<file path="src/rtl/snn_pkg.sv">
`default_nettype none
// +--------------------------------------------------------------------------+
// | Package     : snn_pkg                                                    |
// | Description : Shared types and helpers for the SNN step scheduler:       |
// |               FSM state encoding, a constant-safe ceil(log2) helper and  |
// |               the default per-neuron spike counter width.                |
// | Revision    : 1.0 - initial release                                      |
// +--------------------------------------------------------------------------+
package snn_pkg;

  typedef enum logic [2:0] {
    S_IDLE   = 3'd0,
    S_CLEAR  = 3'd1,
    S_FETCH  = 3'd2,
    S_STEP   = 3'd3,
    S_SAMPLE = 3'd4,
    S_DECIDE = 3'd5,
    S_DONE   = 3'd6
  } state_t;

  localparam int CNT_W_DEFAULT = 8;

  // ceil(log2(n)); returns 0 for n <= 1. Usable in constant expressions.
  function automatic int clog2(input int n);
    int r;
    r = 0;
    for (int i = 0; i < 31; i++) begin
      if ((1 << i) < n) r = i + 1;
    end
    return r;
  endfunction

endpackage
`default_nettype wire

</file>
<file path="src/rtl/snn_argmax_seq.sv">
`default_nettype none
// +--------------------------------------------------------------------------+
// | Module      : snn_argmax_seq                                             |
// | Description : Serial argmax. One (idx, val) candidate per enabled cycle; |
// |               the running best is replaced only on a strictly greater    |
// |               value, so ties resolve to the earliest-presented index.    |
// | Revision    : 1.0 - initial release                                      |
// | Ports       : clk, rst   - clock, async active-high reset                |
// |               en         - a candidate is presented this cycle           |
// |               start      - candidate is the first of a new scan          |
// |               idx, val   - candidate index and value                     |
// |               best_idx/  - best so far INCLUDING this cycle's candidate   |
// |               best_val                                                   |
// |               done       - this cycle's candidate is the last index      |
// +--------------------------------------------------------------------------+
module snn_argmax_seq
  import snn_pkg::*;
#(
  parameter int NUM_OUTPUTS = 4,
  parameter int CNT_W       = CNT_W_DEFAULT
) (
  input  logic                            clk,
  input  logic                            rst,
  input  logic                            en,
  input  logic                            start,
  input  logic [clog2(NUM_OUTPUTS)-1:0]   idx,
  input  logic [CNT_W-1:0]                val,
  output logic [clog2(NUM_OUTPUTS)-1:0]   best_idx,
  output logic [CNT_W-1:0]                best_val,
  output logic                            done
);

  localparam int IDX_W = clog2(NUM_OUTPUTS);

  logic [IDX_W-1:0] best_idx_q, best_idx_d;
  logic [CNT_W-1:0] best_val_q, best_val_d;

  always_comb begin
    best_idx_d = best_idx_q;
    best_val_d = best_val_q;
    if (en) begin
      // start discards whatever a previous scan left behind
      if (start || (val > best_val_q)) begin
        best_idx_d = idx;
        best_val_d = val;
      end
    end
  end

  always_ff @(posedge clk or posedge rst) begin
    if (rst) begin
      best_idx_q <= '0;
      best_val_q <= '0;
    end else begin
      best_idx_q <= best_idx_d;
      best_val_q <= best_val_d;
    end
  end

  // Expose the updated best so the caller can latch the final result in the
  // same cycle the last candidate is presented.
  assign best_idx = best_idx_d;
  assign best_val = best_val_d;
  assign done     = en && (idx == IDX_W'(NUM_OUTPUTS - 1));

endmodule
`default_nettype wire

</file>
<file path="src/rtl/snn_step_scheduler.sv">
`default_nettype none
// +--------------------------------------------------------------------------+
// | Module      : snn_step_scheduler                                         |
// | Description : Sequences one IF-neuron layer through an inference of      |
// |               NUM_STEPS timesteps: clear, then per step fetch a spike    |
// |               vector, strobe the layer, count output spikes. Finally a   |
// |               serial argmax reports the winning class.                   |
// | Revision    : 1.0 - initial release                                      |
// | Ports       : clk, rst        - clock, async active-high reset           |
// |               start           - begin inference (IDLE only)              |
// |               in_valid/ready, in_spikes - input spike vector handshake   |
// |               layer_clr       - one-cycle clear of neuron potentials     |
// |               step_en         - one-cycle layer update strobe            |
// |               layer_spk_in    - vector to layer, zero unless step_en     |
// |               layer_spk_out   - layer spikes (combinational from layer)  |
// |               res_valid/ready, res_class, res_none - result handshake    |
// |               busy            - high in every state except IDLE          |
// +--------------------------------------------------------------------------+
module snn_step_scheduler
  import snn_pkg::*;
#(
  parameter int NUM_INPUTS  = 4,
  parameter int NUM_OUTPUTS = 4,
  parameter int NUM_STEPS   = 16,
  parameter int CNT_W       = CNT_W_DEFAULT
) (
  input  logic                           clk,
  input  logic                           rst,
  input  logic                           start,
  input  logic                           in_valid,
  input  logic [NUM_INPUTS-1:0]          in_spikes,
  output logic                           in_ready,
  output logic                           layer_clr,
  output logic                           step_en,
  output logic [NUM_INPUTS-1:0]          layer_spk_in,
  input  logic [NUM_OUTPUTS-1:0]         layer_spk_out,
  output logic                           res_valid,
  output logic [clog2(NUM_OUTPUTS)-1:0]  res_class,
  output logic                           res_none,
  input  logic                           res_ready,
  output logic                           busy
);

  localparam int IDX_W = clog2(NUM_OUTPUTS);
  localparam int SC_W  = clog2(NUM_STEPS + 1);

  state_t                state_q, state_d;
  logic [NUM_INPUTS-1:0] vec_q, vec_d;
  logic [SC_W-1:0]       step_q, step_d;
  logic [IDX_W-1:0]      scan_q, scan_d;
  logic [CNT_W-1:0]      cnt_q [NUM_OUTPUTS];
  logic [CNT_W-1:0]      cnt_d [NUM_OUTPUTS];
  logic [IDX_W-1:0]      res_class_q, res_class_d;
  logic                  res_none_q, res_none_d;

  logic                  am_en;
  logic                  am_start;
  logic [IDX_W-1:0]      am_best_idx;
  logic [CNT_W-1:0]      am_best_val;
  logic                  am_done;

  assign am_en    = (state_q == S_DECIDE);
  assign am_start = (scan_q == '0);

  snn_argmax_seq #(
    .NUM_OUTPUTS (NUM_OUTPUTS),
    .CNT_W       (CNT_W)
  ) u_argmax (
    .clk      (clk),
    .rst      (rst),
    .en       (am_en),
    .start    (am_start),
    .idx      (scan_q),
    .val      (cnt_q[scan_q]),
    .best_idx (am_best_idx),
    .best_val (am_best_val),
    .done     (am_done)
  );

  always_comb begin
    state_d     = state_q;
    vec_d       = vec_q;
    step_d      = step_q;
    scan_d      = scan_q;
    cnt_d       = cnt_q;
    res_class_d = res_class_q;
    res_none_d  = res_none_q;
    in_ready    = 1'b0;
    layer_clr   = 1'b0;
    step_en     = 1'b0;
    res_valid   = 1'b0;

    case (state_q)
      S_IDLE: begin
        if (start) state_d = S_CLEAR;
      end

      S_CLEAR: begin
        layer_clr = 1'b1;
        for (int i = 0; i < NUM_OUTPUTS; i++) cnt_d[i] = '0;
        step_d  = '0;
        state_d = S_FETCH;
      end

      S_FETCH: begin
        in_ready = 1'b1;
        if (in_valid) begin
          vec_d   = in_spikes;
          state_d = S_STEP;
        end
      end

      S_STEP: begin
        step_en = 1'b1;
        state_d = S_SAMPLE;
      end

      S_SAMPLE: begin
        // Layer outputs now reflect the potentials updated by the strobe.
        for (int i = 0; i < NUM_OUTPUTS; i++) begin
          if (layer_spk_out[i] && (cnt_q[i] != {CNT_W{1'b1}}))
            cnt_d[i] = cnt_q[i] + CNT_W'(1);
        end
        step_d = step_q + SC_W'(1);
        if (step_d == SC_W'(NUM_STEPS)) begin
          scan_d  = '0;
          state_d = S_DECIDE;
        end else begin
          state_d = S_FETCH;
        end
      end

      S_DECIDE: begin
        scan_d = scan_q + IDX_W'(1);
        if (am_done) begin
          res_none_d  = (am_best_val == '0);
          res_class_d = (am_best_val == '0) ? '0 : am_best_idx;
          state_d     = S_DONE;
        end
      end

      S_DONE: begin
        res_valid = 1'b1;
        if (res_ready) state_d = S_IDLE;
      end

      default: state_d = S_IDLE;
    endcase
  end

  always_ff @(posedge clk or posedge rst) begin
    if (rst) begin
      state_q     <= S_IDLE;
      vec_q       <= '0;
      step_q      <= '0;
      scan_q      <= '0;
      res_class_q <= '0;
      res_none_q  <= 1'b0;
      for (int i = 0; i < NUM_OUTPUTS; i++) cnt_q[i] <= '0;
    end else begin
      state_q     <= state_d;
      vec_q       <= vec_d;
      step_q      <= step_d;
      scan_q      <= scan_d;
      res_class_q <= res_class_d;
      res_none_q  <= res_none_d;
      cnt_q       <= cnt_d;
    end
  end

  assign layer_spk_in = step_en ? vec_q : '0;
  assign res_class    = res_class_q;
  assign res_none     = res_none_q;
  assign busy         = (state_q != S_IDLE);

endmodule
`default_nettype wire

</file>
<file path="config.mk">
export PLATFORM = sky130hd
export DESIGN_NAME = snn_step_scheduler
export DESIGN_NICKNAME = d
export VERILOG_FILES = /design/src/rtl/snn_pkg.sv /design/src/rtl/snn_argmax_seq.sv /design/src/rtl/snn_step_scheduler.sv
export SDC_FILE = /design/constraint.sdc
export NUM_CORES = 1
export LEC_CHECK = 0
export CAP_MARGIN = 20
export CORE_ASPECT_RATIO = 1.25
export CORE_UTILIZATION = 60
export CTS_BUF_LIST = sky130_fd_sc_hd__clkbuf_8
export DETAILED_ROUTE_END_ITERATION = 16
export DONT_BUFFER_PORTS = 1
export HOLD_SLACK_MARGIN = 0.12
export PLACE_DENSITY = 0.72
export SLEW_MARGIN = 20
export SYNTH_ARGS = -nofsm -noshare
export SYNTH_HDL_FRONTEND = slang
export SYNTH_SLANG_ARGS = --single-unit
</file>
<file path="constraint.sdc">
create_clock -name clk -period 8.2 [get_ports clk]
set_input_delay 0.82 -clock clk [delete_from_list [all_inputs] [get_ports clk]]
set_output_delay 0.82 -clock clk [all_outputs]
set_load 0.005 [all_outputs]
</file>
[After elaboration in Yosys (flattened, before gate mapping)]
Index checks and enable logic that the tools add are counted.
Word-level totals
  bits in registers: 59
  output and inout bits: 12
  input port bits: 13
  logic and storage cells: 89
Cells by class
  bitwise operators: 1
  $add $sub $neg: 6
  equal/unequal tests: 21
  reductions and logical operators: 20
  muxes and demuxes: 27
  $lt $le $gt $ge: 2
Operators by type and width (number)
  two-way mux 8 bit: 8
  one-hot mux 32 bit (2 select lines): 1
  adder 8 x 1 -> 8 bit, second input constant: 4
  inequality test 8 bit, second input constant: 4
  one-hot mux 3 bit (7 select lines): 1
  inequality test 2 bit, second input constant: 9
  binary-select mux 8 bit (select 2 bit): 1
  two-way mux 3 bit: 5
  AND reduction 2 bit: 7
  one-hot mux 5 bit (2 select lines): 1
  == test 3 bit, second input constant: 3
  greater-than comparator 8 bit: 1
  logical NOT 8 bit: 1
  two-way mux 2 bit: 4
  == test 3 x 2 -> 1 bit, second input constant: 2
  adder 5 x 1 -> 5 bit, second input constant: 1
  == test 5 bit, second input constant: 1
  logical AND 1 bit: 5
  two-way mux 1 bit: 4
  two-way mux 4 bit: 1
  one-hot mux 2 bit (2 select lines): 1
  AND reduction 4 bit: 1
  nonzero test 2 bit: 2
  == test 3 x 1 -> 1 bit, second input constant: 1
  8 further kinds: 8

[Depth between registers and ports, before layout]
Gate-level depths: netlist of run 1.
  depth after elaboration: 10
  mapped depth: 11
  depth with buffers taken out: 9

[By module]
From an unflattened synthesis of run 1, not the netlist that was laid out.
Second synthesis, totals
  cells, all modules: 335
  area total of the unflattened synthesis: 3438.3 µm²
By module, submodules not included
  snn_step_scheduler: area an instance 2835.2 µm², cells an instance 282, seq. area each 1226.2 µm², instances 1
  snn_argmax_seq: area an instance 603.1 µm², cells an instance 53, seq. area each 250.2 µm², instances 1

[Least setup slack after synthesis of run 1]
No wires, ideal clock.
  kind: reg-to-reg
  start point: reg scan_q[0]
  end point: reg u_argmax.best_idx_q[0]
  setup slack: 5300 ps
  period minus slack after synthesis: 2900 ps
  path buffers: 2
  arrival: 2776 ps
  setup time: 125 ps
  stages on the path, launching flop included: 11
  data required time: 8075 ps
  cells stage by stage: dfrtp_1 -> buf_6 -> mux4_2 -> ha_1 -> nor2b_1 -> o211ai_1 -> a21o_1 -> a31oi_1 -> nor2b_1 -> buf_2 -> mux2_2
On the way
  cells in the longest elaborated chain, start to end: 8
  elaborated cells on any way between the ends: 9
  classes of those cells: order compare (1); mux (5); bitwise (1); reduce/logical (2)
Ends and longest elaborated chain
  from (decl): line snn_step_scheduler.sv:50  | logic [IDX_W-1:0] scan_q, scan_d;
  from (signal assigned): line snn_step_scheduler.sv:164  | scan_q <= scan_d;
  inverter 2 -> 3 bit (implied by the code): line snn_step_scheduler.sv:74  | .val (cnt_q[scan_q]),
  binary-select mux 8 bit (select 2 bit): line snn_step_scheduler.sv:74
  two-way mux 8 bit (implied by the code) (2 in a row): line snn_step_scheduler.sv:74
  greater-than comparator 8 bit: line snn_argmax_seq.sv:43  | if (start || (val > best_val_q)) begin
  logical OR 1 bit: line snn_argmax_seq.sv:43
  two-way mux 2 bit (*): line snn_argmax_seq.sv:43
  two-way mux 2 bit (*): line snn_argmax_seq.sv:41  | if (en) begin
  net am_best_idx[0]: line snn_step_scheduler.sv:58  | logic [IDX_W-1:0] am_best_idx;
  to (signal assigned): line snn_argmax_seq.sv:55  | best_idx_q <= best_idx_d;
  to (decl): line snn_argmax_seq.sv:35  | logic [IDX_W-1:0] best_idx_q, best_idx_d;
Mark *: on every way through the listed nets, which the timed path passes. The rest lies on a longest branch. The select of a mux whose other input is x is not followed.
A chain may end at the register's enable or synchronous reset.

[Worst setup path in the final report of run 1]
  start point: reg scan_q[0]
  end point: reg u_argmax.best_val_q[1]
On the way
  cells in the longest elaborated chain, start to end: 8
  elaborated cells on any way between the ends: 9
  classes of those cells: order compare (1); mux (5); bitwise (1); reduce/logical (2)
Ends and longest elaborated chain
  inverter 2 -> 3 bit (implied by the code): line snn_step_scheduler.sv:74
  binary-select mux 8 bit (select 2 bit): line snn_step_scheduler.sv:74
  two-way mux 8 bit (implied by the code) (2 in a row): line snn_step_scheduler.sv:74
  greater-than comparator 8 bit: line snn_argmax_seq.sv:43
  logical OR 1 bit: line snn_argmax_seq.sv:43
  two-way mux 8 bit (*): line snn_argmax_seq.sv:43
  two-way mux 8 bit (*): line snn_argmax_seq.sv:41
  net am_best_val[1]: line snn_step_scheduler.sv:59  | logic [CNT_W-1:0] am_best_val;
  to (signal assigned): line snn_argmax_seq.sv:56  | best_val_q <= best_val_d;
  to (decl): line snn_argmax_seq.sv:36  | logic [CNT_W-1:0] best_val_q, best_val_d;
Marks and branches as above.

==> results of run 1 <==
-- registers in the layout (all words and copies together) (netlist names) --
register	flops
res_none	1
cnt_q	32
step_q	5
scan_q	2
u_argmax.best_idx_q	2
state_q	3
u_argmax.best_val_q	8
res_class	2
vec_q	4
-- logic make-up (layout without fill, tap and decap cells) --
| group | count (synthesis) | after routing | share of synthesized area [%] |
|---|---|---|---|
| multiplexers | 28 | 28 | 12.89 |
| AND/OR/NAND/NOR | 132 | 132 | 19.19 |
| buffers and inverters | 21 | 30 | 2.752 |
| AO/OA/AOI/OAI | 42 | 42 | 8.444 |
| XOR/XNOR | 25 | 25 | 6.596 |
| adder cells (fa/ha/maj) | 15 | 15 | 5.654 |
| flip-flops | 59 | 59 | 44.48 |
-- stage by stage --
step / total power [mW] / instance area [µm²] / util (%)
floorplan: 0.5886 / 3319 / -
global placement: 0.6337 / 3372 / 64.99
detailed placement: 0.6441 / 3372 / 64.99
CTS: 0.9472 / 3600 / 69.38
global route: 0.9965 / 3600 / 69.38
finish: 0.9419 / 3600 / 69.38
-- critical path: cells and delay by family (launching register included) --
kind,cells,cell delay [ns]
adder cells (fa/ha/maj),1,0.34
AO/OA/AOI/OAI,2,0.53
AND/OR/NAND/NOR,2,0.92
flip-flops,1,0.74
multiplexers,2,1.13
-- cells in the final DEF (no fill, tap or decap), types with 2 or more instances in the layout --
| master | n |
|---|---|
| nor4_2 | 2 |
| mux2_2 | 19 |
| a21oi_1 | 5 |
| nor3b_1 | 2 |
| nand3_1 | 13 |
| and3_1 | 8 |
| nand2_1 | 39 |
| o2111ai_1 | 2 |
| buf_4 | 3 |
| nand4_1 | 9 |
| dfrtp_1 | 59 |
| nor2b_1 | 6 |
| mux4_2 | 3 |
| mux4_1 | 5 |
| xor2_1 | 17 |
| ha_1 | 15 |
| clkbuf_8 | 11 |
| o211a_1 | 3 |
| a21o_1 | 2 |
| o21ai_0 | 18 |
| nor4_1 | 2 |
| a32o_1 | 2 |
| xnor2_1 | 8 |
| nor2_1 | 39 |
| bufinv_16 | 2 |
| nand2b_1 | 2 |
| inv_1 | 11 |
| o211ai_1 | 2 |
-- power groups by stage --
stage | clock (mW) | sequential (mW) | combinational, mW
final | 0.301 | 0.400 | 0.241
after global routing | 0.318 | 0.409 | 0.270
after CTS | 0.306 | 0.399 | 0.243
after detailed placement | 0 | 0.404 | 0.240
after global placement | 0 | 0.400 | 0.233
after floorplan | 0 | 0.364 | 0.225
-- final timing paths --
kind	start	to	slack, ns	depth (start not counted)
worst min register to register	vec_q[1]$_DFFE_PP0P_	vec_q[1]$_DFFE_PP0P_	0.50	1
min in group asynchronous	rst	cnt_q[8]$_DFFE_PP0P_	0.57	2
max in group asynchronous	rst	res_none$_DFFE_PP0P_	7.14	2
worst min-delay path	vec_q[1]$_DFFE_PP0P_	vec_q[1]$_DFFE_PP0P_	0.50	1
worst max register to register	scan_q[0]$_DFFE_PP0P_	u_argmax.best_val_q[1]$_DFF_PP0_	4.42	7
worst max-delay path	scan_q[0]$_DFFE_PP0P_	u_argmax.best_val_q[1]$_DFF_PP0_	4.42	7
-- layer usage --
layer	up-vias	routed length, µm	share of wire (%)	global-route usage, %
met2	42	3567	52	43.23
met4	0	86	1.3	8.712
met5	-	0	0	0
met3	8	207	3.0	6.317
met1	1221	2996	44	33.09
li1	1161	-	-	-
-- cell type report --
cell class | instances | area, µm² | share of cell area (%)
clock inverter | 5 | 76.32 | 2.120
sequential | 59 | 1476 | 41.02
timing repair buffer | 3 | 22.52 | 0.6257
multi-input combinational | 242 | 1754 | 48.73
tap | 62 | 77.57 | 2.155
clock buffer | 11 | 151.4 | 4.206
inverter | 11 | 41.29 | 1.147
==> out/results.tsv, run 1 <==
metric	value	unit
ys_top_cells_by_area	dfrtp_1 44%, mux2_2 6.4%, ha_1 5.7%	
drive_above_1_share	14.20	%
yosys_warnings	0	
synth_edf_count	0	
yosysMostFrequentCell	dfrtp_1	
critPathCaptureType	flop	
crit_chain	mux4_1 -> ha_1 -> nand4_1 -> a21o_1 -> a31oi_1 -> nor2b_1 -> mux2_2	
vias_per_cell	6.188	
max_freq	264.3	MHz
initialDrtViolationCount	127	
p_sw_share	32.96	%
core_area	5189	µm²
cts.sinks	59	
initial_core_util	63.97	%
cts_tree	built	
worstPathRequired	8.42	ns
fin_skew	0.01029	ns
clk_pin_slew	0.07	ns
status	complete, no violations	
ctsHoldBuffers	0	
n_antenna_cell	0	
route.detailed.drc	0	
port_buffers	0	
maxCapViolCount	0	
synth_top_cells_by_count	59 x dfrtp_1, 39 x nand2_1, 39 x nor2_1	
ant_nets	0	
die_w	68.53	µm
syn_nets	350	
hold_violations	0	
yosysSeqAreaShare	44.48	%
slowest_delay	0.81	ns
routed_wirelength	6.857	mm
startpoint_type	flop	
post_cts_buffers	0	
leakage	1.668	nW
worstMarginPinSlew	0.9358	ns
fin_crit	3.784	ns
setup_violations	0	
rsz0062_at_grt	no	
placed_cells	377	
num_vias	2432	
slew_violations	0	
grt_overflow	0	
grt_usage	26.22	%
stdcell_count	393	
grt_pass1_wl	11.04	mm
layout.nets	354	
yosys.area.top_type	dfrtp_1	
fill_cells	393	
intPower	631.4	µW
powerDensity	261.7	nW/µm²
crit_type	flop to flop	
area_growth_syn_to_layout	8.443	%
worst_slack	4.416	ns
setup_tns	0	ns
ys.flop_type	dfrtp_1	
pre_cts_ws	4.460	ns
fp.dieH	85.16	µm
cts_buffers	9	
ir_drop	0.1518	mV
post_drt_wl_per_cell	17.45	µm
synth_area	3319	µm²
yosys.cell_types.count	47	
period_share	46.15	%
clkLatencyLatePin	0.34	ns
synth_top_area_share	44.48	%
crit_arrival	4.00	ns
ys_ff_latch	59	
syn_avg_cell_area	10.31	µm²
power_frac_comb	25.6	%
ios	25	
relSlewSlack	37.49	%
cts.htree.levels	3	
die_area	5836	µm²
seq_power_share	42.4	%
antenna_found_initial	0	
gp_congestion	0.8535	
postCtsResizedCells	0	
cp_max_fo	14	
clock_path_buffers	2	
p_clk_share	32.0	%
first_global_vias	2269	
firstDrtPassIters	4	
rows	29	
cpMaxStageDelayCell	nor2b_1	
syn_inst	322	
power_switching	310.5	µW
grt_max_degree	60	
hold_path.class	flop to flop	
worst_hold_slack	0.5039	ns
clockRootBuffer	clkbuf_8	
dp_hpwl	4.738	mm
async_flop_share	100.0	%
Power figures use the tool's default switching activity.
==> run 2, diff against run 1 <==
==> constraint.sdc (replaced) <==
create_clock -name clk -period 3.65 [get_ports clk]
set_input_delay 0.365 -clock clk [delete_from_list [all_inputs] [get_ports clk]]
set_output_delay 0.365 -clock clk [all_outputs]
set_load 0.005 [all_outputs]
==> run 2 against run 1 <==
Setup slack got worse by 4.2 ns. Fmax rose by 11%. Clock skew fell by 0.0027 ns. Sequential share of layout area fell by 0.37 points. Sequential power rose by 120%. Cell count rose by 1.0%. First-iteration DRC count fell by 23%. Via count fell by 1.3%. Critical endpoint unchanged. Highest routed layer unchanged.
==> out/results.tsv, run 2 (synthesized netlist as in run 1, its figures left out) <==
metric	value	unit	change
status	complete, no violations		
power_switching	692.4	µW	+120%
leakage	1.688	nW	+1.2%
area_growth_syn_to_layout	9.423	%	
top_regs	cnt_q (32), u_argmax.best_val_q (8), step_q (5)		
fin_crit	3.416	ns	-0.3677 ns
startpoint_type	flop		
clockRootBuffer	clkbuf_8		
fin_skew	0.007618	ns	-0.002670 ns
cts_tree	built		
gp_congestion	0.8256		-3.3%
seq_power_share	42.3	%	about the same
postCtsResizedCells	0		unchanged
period_share	93.60	%	+47 points
multi_input_area	1754	µm²	unchanged
ios	25		unchanged
die_w	68.53	µm	unchanged
cpMaxStageDelayCell	dfrtp_1		
setup_tns	0	ns	unchanged
routed_wirelength	6.668	mm	-2.8%
power_frac_comb	26.0	%	+0.4 points
initialDrtViolationCount	98		-23%
maxCapViolCount	0		unchanged
n_antenna_cell	0		unchanged
num_vias	2401		-1.3%
regMostFlops	cnt_q		
regArea	1476	µm²	unchanged
crit_type	flop to flop		
clk_pin_slew	0.07	ns	about the same
utilization	70.00	%	+0.63 points
firstDrtPassIters	4		unchanged
p_clk_share	31.7	%	-0.3 points
grt_pass1_wl	10.73	mm	-2.8%
die_area	5836	µm²	unchanged
intPower	1.427	mW	+130%
final_cell_mix	59 x dfrtp_1, 39 x nand2_1, 39 x nor2_1		
clock_path_buffers	2		unchanged
initial_core_util	63.97	%	unchanged
cts.htree.levels	3		unchanged
placed_cells	380		+0.80%
rsz0062_at_grt	no		
powerDensity	583.5	nW/µm²	+120%
ir_drop	0.2837	mV	+87%
first_global_vias	2268		-0.044%
max_freq	292.7	MHz	+11%
grt_overflow	0		unchanged
antenna_found_initial	0		unchanged
p_sw_share	32.67	%	-0.30 points
critPathCaptureType	flop		
stdcell_count	397		+1.0%
slowest_delay	0.75	ns	-0.06 ns
fp.dieH	85.16	µm	unchanged
cp_max_fo	14		unchanged
ant_nets	0		unchanged
worstPathRequired	3.87	ns	-4.55 ns
clkLatencyLatePin	0.34	ns	about the same
port_buffers	0		unchanged
vias_per_cell	6.048		-2.3%
rows	29		unchanged
crit_arrival	3.64	ns	-0.36 ns
layout_commonest_cell	dfrtp_1		
dp_hpwl	4.815	mm	+1.6%
largest_register_ffs	32		unchanged
hold_violations	0		unchanged
grt_max_degree	37		-38%
cts.sinks	59		unchanged
drive_above_1_share	14.93	%	+0.73 points
crit_family	multiplexers		
worstMarginPinSlew	0.6427	ns	-0.2931 ns
setup_violations	0		unchanged
post_drt_wl_per_cell	16.80	µm	-3.7%
fill_cells	411		+4.6%
post_cts_buffers	0		unchanged
layout.nets	358		+1.1%
grt_usage	25.84	%	-0.38 points
relSlewSlack	57.16	%	+20 points
hold_path.class	primary input to flop		
core_area	5189	µm²	unchanged
cts_buffers	9		unchanged
critPathBufInv	1		+1
slew_violations	0		unchanged
cpMostUsedCell	nor2b_1		
crit_chain	mux4_2 -> ha_1 -> nor2b_1 -> o211ai_1 -> a21o_1 -> a31oi_1 -> nor2b_1 -> buf_4 -> mux2_2		
route.detailed.drc	0		unchanged
## run 2: changes by cell type in the layout (fill, tap and decap cells not counted), sizes merged
cell	delta
buf	+3
dlygate4sd3	+1
## run 2: path summary, 6_finish.rpt
path / start / to / slack (ns) / depth (start not counted)
max in group asynchronous: rst / u_argmax.best_val_q[5]$_DFF_PP0_ / 2.31 / 3
min in group asynchronous: rst / cnt_q[19]$_DFFE_PP0P_ / 0.51 / 2
worst min register to register: vec_q[1]$_DFFE_PP0P_ / vec_q[1]$_DFFE_PP0P_ / 0.50 / 1
worst max register to register: scan_q[0]$_DFFE_PP0P_ / u_argmax.best_val_q[1]$_DFF_PP0_ / 0.23 / 9
worst max-delay path: scan_q[0]$_DFFE_PP0P_ / u_argmax.best_val_q[1]$_DFF_PP0_ / 0.23 / 9
worst min-delay path: in_spikes[1] / vec_q[1]$_DFFE_PP0P_ / 0.17 / 1
## run 2: layer usage
layer	global-route usage (%)	up-vias	routed length (µm)
li1	-	1166	-
met1	32.52	1185	2957
met2	42.78	36	3413
met3	4.167	14	166
met4	11.36	0	129
met5	0	-	0
## run 2: power by group through the flow
stage	Sequential [mW]	Combinational, mW	Clock, mW
6_report	0.898	0.550	0.672
5_1_grt	0.917	0.615	0.708
4_1_cts	0.897	0.554	0.682
3_5_place_dp	0.909	0.547	0
3_3_place_gp	0.901	0.536	0
2_1_floorplan	0.818	0.504	0
## run 2: area by class of cell
type                            instances  area share (%)
Clock inverter                          5           2.101
Clock buffer                           11           4.168
Multi-Input combinational cell        242           48.29
Inverter                               11           1.137
Timing Repair Buffer                    7           1.516
Tap cell                               62           2.136
Sequential cell                        59           40.65
## run 2: repair_timing
action	CTS	global route
hold buffers	1	0
endpoints found under the setup margin	0	0
hold endpoints to repair	23	0
## run 2: through the flow
stage / worst slack, ns / hold WS [ns] / total power, mW / cell area, µm²
finish: 0.2337 / 0.1717 / 2.119 / 3632
global route: 0.07541 / 0.1647 / 2.239 / 3632
CTS: 0.2767 / 0.1628 / 2.132 / 3632
detailed placement: 0.3450 / 0.3099 / 1.456 / 3395
global placement: 0.4620 / 0.3030 / 1.437 / 3395
floorplan: 0.7496 / 0.4727 / 1.322 / 3319
